--- src/rtl/board_sequencer_if.sv ---
// Groups the board sequencer's frame-timing, player-event and board-status
// signals into one bundle shared by the sequencer and its driver.
interface board_sequencer_if;
  logic        vsync_in;
  logic        start;
  logic        p1_kill;
  logic        p2_kill;
  logic [11:0] p1_xpos;
  logic [11:0] p2_xpos;
  logic [2:0]  board_offset;
  logic [3:0]  fade_level;
  logic        busy;
  logic        respawn;
  logic [1:0]  lead;
  logic [1:0]  winner;

  modport master (
    output vsync_in, start, p1_kill, p2_kill, p1_xpos, p2_xpos,
    input  board_offset, fade_level, busy, respawn, lead, winner
  );

  modport slave (
    input  vsync_in, start, p1_kill, p2_kill, p1_xpos, p2_xpos,
    output board_offset, fade_level, busy, respawn, lead, winner
  );
endinterface

--- src/rtl/board_sequencer.sv ---
// Tracks right of way, screen exits and board changes for a two-player
// duel, fading out/in across each board change and declaring a winner.
module board_sequencer #(
  parameter int unsigned LEFT_EDGE   = 24,
  parameter int unsigned RIGHT_EDGE  = 1000,
  parameter int unsigned FADE_FRAMES = 16
) (
  input  logic               clk,
  input  logic               reset,
  board_sequencer_if.slave   bus
);

  typedef enum logic [2:0] {
    S_IDLE,
    S_PLAY,
    S_FADE_OUT,
    S_FADE_IN,
    S_WIN
  } state_t;

  localparam logic [11:0] LEFT_X   = 12'(LEFT_EDGE);
  localparam logic [11:0] RIGHT_X  = 12'(RIGHT_EDGE);
  localparam logic [3:0]  FADE_MAX = 4'(FADE_FRAMES - 1);
  localparam logic [1:0]  LEAD_P1  = 2'b01;
  localparam logic [1:0]  LEAD_P2  = 2'b10;
  localparam logic [2:0]  OFF_POS2 = 3'b010;
  localparam logic [2:0]  OFF_NEG2 = 3'b110;

  state_t      state_q, state_d;
  logic [2:0]  offset_q, offset_d;
  logic [3:0]  fade_q, fade_d;
  logic [1:0]  lead_q, lead_d;
  logic [1:0]  winner_q, winner_d;
  logic        dir_q, dir_d;
  logic        respawn_q, respawn_d;
  logic        busy_q, busy_d;
  logic        vsync_q;
  logic        armed_q;
  logic        tick;

  // armed_q blocks a false tick when vsync is already high as reset releases.
  assign tick = bus.vsync_in & ~vsync_q & armed_q;

  always_ff @(posedge clk or negedge reset) begin
    if (!reset) begin
      state_q   <= S_IDLE;
      offset_q  <= '0;
      fade_q    <= '0;
      lead_q    <= '0;
      winner_q  <= '0;
      dir_q     <= 1'b0;
      respawn_q <= 1'b0;
      busy_q    <= 1'b0;
      vsync_q   <= 1'b0;
      armed_q   <= 1'b0;
    end else begin
      state_q   <= state_d;
      offset_q  <= offset_d;
      fade_q    <= fade_d;
      lead_q    <= lead_d;
      winner_q  <= winner_d;
      dir_q     <= dir_d;
      respawn_q <= respawn_d;
      busy_q    <= busy_d;
      vsync_q   <= bus.vsync_in;
      armed_q   <= armed_q | ~bus.vsync_in;
    end
  end

  always_comb begin
    state_d   = state_q;
    offset_d  = offset_q;
    fade_d    = fade_q;
    lead_d    = lead_q;
    winner_d  = winner_q;
    dir_d     = dir_q;
    respawn_d = 1'b0;

    case (state_q)
      S_IDLE: begin
        offset_d = '0;
        fade_d   = '0;
        lead_d   = '0;
        winner_d = '0;
        if (bus.start) state_d = S_PLAY;
      end

      S_PLAY: begin
        fade_d = '0;
        if (bus.start) begin
          offset_d = '0;
          lead_d   = '0;
        end else begin
          if (bus.p1_kill && bus.p2_kill)  lead_d = '0;
          else if (bus.p1_kill)            lead_d = LEAD_P1;
          else if (bus.p2_kill)            lead_d = LEAD_P2;

          // Exit tests use lead_q, so a same-cycle kill cannot trigger an exit.
          if (tick) begin
            if (lead_q == LEAD_P1 && bus.p1_xpos >= RIGHT_X) begin
              if (offset_q == OFF_POS2) begin
                state_d  = S_WIN;
                winner_d = LEAD_P1;
              end else begin
                state_d = S_FADE_OUT;
                dir_d   = 1'b0;
              end
            end else if (lead_q == LEAD_P2 && bus.p2_xpos <= LEFT_X) begin
              if (offset_q == OFF_NEG2) begin
                state_d  = S_WIN;
                winner_d = LEAD_P2;
              end else begin
                state_d = S_FADE_OUT;
                dir_d   = 1'b1;
              end
            end
          end
        end
      end

      S_FADE_OUT: begin
        if (tick) begin
          if (fade_q == FADE_MAX) begin
            offset_d  = offset_q + (dir_q ? 3'b111 : 3'b001);
            respawn_d = 1'b1;
            state_d   = S_FADE_IN;
          end else begin
            fade_d = fade_q + 4'd1;
          end
        end
      end

      S_FADE_IN: begin
        if (tick) begin
          fade_d = fade_q - 4'd1;
          if (fade_q == 4'd1) state_d = S_PLAY;
        end
      end

      S_WIN: begin
        fade_d = '0;
        if (bus.start) begin
          state_d  = S_IDLE;
          offset_d = '0;
          lead_d   = '0;
          winner_d = '0;
        end
      end

      default: state_d = S_IDLE;
    endcase

    busy_d = (state_d == S_FADE_OUT) || (state_d == S_FADE_IN);
  end

  assign bus.board_offset = offset_q;
  assign bus.fade_level   = fade_q;
  assign bus.busy         = busy_q;
  assign bus.respawn      = respawn_q;
  assign bus.lead         = lead_q;
  assign bus.winner       = winner_q;

endmodule
--- src/flat_wrapper.sv ---
// flat-port wrapper written by rule: the top's interface ports become plain ports
module board_sequencer_flat 
#(
  parameter int unsigned LEFT_EDGE   = 24,
  parameter int unsigned RIGHT_EDGE  = 1000,
  parameter int unsigned FADE_FRAMES = 16
)
  (clk, reset, bus_vsync_in, bus_start, bus_p1_kill, bus_p2_kill, bus_p1_xpos, bus_p2_xpos, bus_board_offset, bus_fade_level, bus_busy, bus_respawn, bus_lead, bus_winner);
  board_sequencer_if bus_i ();
  input  logic clk;
  input  logic reset;
  input wire logic [$bits(bus_i.vsync_in)-1:0] bus_vsync_in;
  input wire logic [$bits(bus_i.start)-1:0] bus_start;
  input wire logic [$bits(bus_i.p1_kill)-1:0] bus_p1_kill;
  input wire logic [$bits(bus_i.p2_kill)-1:0] bus_p2_kill;
  input wire logic [$bits(bus_i.p1_xpos)-1:0] bus_p1_xpos;
  input wire logic [$bits(bus_i.p2_xpos)-1:0] bus_p2_xpos;
  output wire logic [$bits(bus_i.board_offset)-1:0] bus_board_offset;
  output wire logic [$bits(bus_i.fade_level)-1:0] bus_fade_level;
  output wire logic [$bits(bus_i.busy)-1:0] bus_busy;
  output wire logic [$bits(bus_i.respawn)-1:0] bus_respawn;
  output wire logic [$bits(bus_i.lead)-1:0] bus_lead;
  output wire logic [$bits(bus_i.winner)-1:0] bus_winner;
  assign bus_i.vsync_in = bus_vsync_in;
  assign bus_i.start = bus_start;
  assign bus_i.p1_kill = bus_p1_kill;
  assign bus_i.p2_kill = bus_p2_kill;
  assign bus_i.p1_xpos = bus_p1_xpos;
  assign bus_i.p2_xpos = bus_p2_xpos;
  assign bus_board_offset = bus_i.board_offset;
  assign bus_fade_level = bus_i.fade_level;
  assign bus_busy = bus_i.busy;
  assign bus_respawn = bus_i.respawn;
  assign bus_lead = bus_i.lead;
  assign bus_winner = bus_i.winner;
  board_sequencer #(.LEFT_EDGE(LEFT_EDGE), .RIGHT_EDGE(RIGHT_EDGE), .FADE_FRAMES(FADE_FRAMES)) u_core (.clk(clk), .reset(reset), .bus(bus_i));
endmodule
--- config.mk ---
export PLATFORM = sky130hd
export DESIGN_NAME = board_sequencer_flat
export DESIGN_NICKNAME = d
export VERILOG_FILES = /design/src/rtl/board_sequencer_if.sv /design/src/rtl/board_sequencer.sv /design/src/flat_wrapper.sv
export SDC_FILE = /design/constraint.sdc
export NUM_CORES = 1
export LEC_CHECK = 0
export CORE_MARGIN = 5
export CORE_UTILIZATION = 44
export CTS_BUF_LIST = sky130_fd_sc_hd__clkbuf_4 sky130_fd_sc_hd__clkbuf_8 sky130_fd_sc_hd__clkbuf_16
export DETAILED_ROUTE_END_ITERATION = 10
export GPL_ROUTABILITY_DRIVEN = 0
export GPL_TIMING_DRIVEN = 0
export PLACE_DENSITY = 0.77
export SLEW_MARGIN = 20
export SYNTH_ARGS = -nofsm -noshare
export SYNTH_HDL_FRONTEND = slang
export SYNTH_SLANG_ARGS = --single-unit
--- constraint.sdc ---
create_clock -name clk -period 2.1 [get_ports clk]
set_input_delay 0.21 -clock clk [delete_from_list [all_inputs] [get_ports clk]]
set_output_delay 0.21 -clock clk [all_outputs]
set_load 0.01 [all_outputs]
==> results_dict.tcl <==
set metrics [dict create \
    htree_levels 1 \
    ys_seq_elements 19 \
    synth_cell_types 50 \
    grt_pass1_vias 1190 \
    grt_pass1_wl_um 5223 \
    vias_per_cell 5.882 \
    finalSetupViolCount 0 \
    syn_area_um2 1249 \
    worst_clock_skew_ns 0.004414 \
    overflow 0 \
    dp_hpwl_um 2509 \
    cts_resized 0 \
    cts_buffers 3 \
    final_max_slew_viol_count 0 \
    drive_gt1_share_pct 10.98 \
    clk_latency_ns 0.30 \
    synth_area_leader_cell "dfrtp_1" \
    top_level_ports 43 \
    arrival_ns 2.10 \
    period_needed_ns 1.904 \
    slew_headroom_pct 40.35 \
    firstDrtPassIters 4 \
    post-route-util_pct 62.61 \
    finalCritPeriodShare_pct 90.67 \
    cts-root-buf "clkbuf_4" \
    maxCapViolations 0 \
    holdBufCountCts 0 \
    rows 19 \
    routedWlPerCell_um 15.33 \
    cts_setup_buffers 0 \
    synthFlopType "dfrtp_1" \
    routed_wl_um 3127 \
    async_flop_share_pct 100.0 \
    worst_setup_path_end_kind "flop" \
    avgSynthCellArea_um2 9.605 \
    clk_pin_slew_ns 0.12 \
    vias 1200 \
    startpoint "u_core.bus.fade_level[0]" \
    hold_violations 0 \
    max_freq_ghz 0.5252 \
    place_area_um2 1678 \
    yosysSeqAreaShare_pct 38.08 \
    grtUsageTotal_pct 15.52 \
    ant_nets 0 \
    hold_path.class "in -> async" \
    die_width_um 63.27 \
    antenna_found_initial 0 \
    reg2reg_slack_ns 0.20 \
    synth_area_leaders "dfrtp_1 38%, a21oi_1 3.6%, nor2_1 3.3%" \
    p_leak_nw 0.6997 \
    start_kind "flop" \
    p_total_mw 1.675 \
    p_per_area_nw_per_um2 978.5 \
    coreArea_um2 2734 \
    antenna-diode-count 0 \
    r2r-start "u_core.bus.fade_level[0]" \
    layout_common_cells "39 x clkdlybuf4s50_1, 19 x dfrtp_1, 11 x nor2_1" \
    nets 208 \
    synth-warning-count 0 \
    synthCells 130 \
    dieArea_um2 4003 \
    grt_max_degree 20 \
    syn_nets 164 \
    layout_commonest_cell "clkdlybuf4s50_1" \
    drc 0 \
    cts_buffer_depth 2 \
    peakVddDrop_mv 0.6913 \
    worst_pin_slew_ns 0.8919 \
    dieHeight_um 63.27 \
    numPortBuffers 39 \
    design_area_um2 1712 \
    worst_slack_ns 0.1960 \
    initial_core_util_pct 45.68 \
    yosysTopAreaCellShare_pct 38.08 \
    path_class "reg -> reg" \
    cp.required_ns 2.29 \
    status "complete, no violations" \
    tns_ns 0 \
    dp_slack_ns 0.1654 \
    rsz0062_at_grt "no" \
    syn2layout_area_growth_pct 37.07 \
    path_max_fanout 7 \
    cts_tree "yes" \
    cts_sinks 19 \
    drtIter0Drc 66 \
    synth-edff-count 0 \
]
## where the power goes
group	total (mW)	switching (mW)	internal (mW)
registers	0.564	0.111	0.454
clock network	0.205	0.118	0.0868
logic	0.905	0.446	0.459
## flip-flops by register name (all words and copies together), names as in the netlist
signal                   count
u_core.vsync_q               1
u_core.state_q               3
u_core.bus.winner            2
u_core.bus.respawn           1
u_core.bus.fade_level        4
u_core.bus.lead              2
u_core.dir_q                 1
u_core.bus.board_offset      3
u_core.armed_q               1
u_core.bus.busy              1
## per-layer routing
metal | vias to the layer above | share of wire, % | global-route usage, %
met5 | - | 0 | 0
met2 | 45 | 49 | 25.64
met3 | 0 | 6.8 | 4.618
met1 | 572 | 44 | 20.73
li1 | 583 | - | -
met4 | 0 | 0 | 1.558
## worst max-delay path, stage by stage, from the launching register on
cell       delay (ns)
dfrtp_1          0.47
ha_1             0.23
and4b_1          0.26
o2111ai_1        0.25
a21oi_2          0.24
mux2_2           0.34
## cell type report
cell class                 count  area, um^2
fill                         231        1022
timing repair buffer          39       390.4
inverter                       7       26.28
clock buffer                   4       30.03
sequential                    19       475.5
buffer                         3       15.01
multi-input combinational    101       735.7
tap                           31       38.79
## path summary, 6_finish.rpt
path / endpoint / cells past startpoint
max: u_core.bus.board_offset[1] / 5
min: u_core.bus.fade_level[0] / 1
max reg2reg: u_core.bus.board_offset[1] / 5
min reg2reg: u_core.bus.fade_level[3] / 1
max in group asynchronous: u_core.bus.winner[0] / 1
min in group clk: u_core.vsync_q / 1
## stage by stage
stage | cells | hold WS (ns)
after floorplan | 130 | -0.08559
final | 204 | 0.4010
after detailed placement | 200 | 0.5169
after CTS | 204 | 0.4370
after global placement | 200 | 0.5107
after global routing | 204 | 0.4860
## synth_stat cells, types with 3 or more instances
cell / n
nor2_1: 11
o21ai_0: 5
a21oi_1: 9
or3_1: 3
o21a_1: 4
nor3b_1: 4
nand2_1: 5
dfrtp_1: 19
nor4_1: 3
ha_1: 3
o211ai_1: 3
inv_1: 7
buf_2: 3
nand2b_1: 6
## logic make-up (layout without fill, tap and decap cells)
family / count (synthesis) / after routing / synth area share, %
flops: 19 / 19 / 38.08
compound gates: 42 / 42 / 24.75
xor+xnor: 1 / 1 / 0.7015
fa+ha+maj: 5 / 5 / 5.411
mux: 4 / 4 / 3.407
simple gates: 49 / 49 / 24.35
buf+inv: 10 / 53 / 3.307
(Power assumes the default switching activity.)
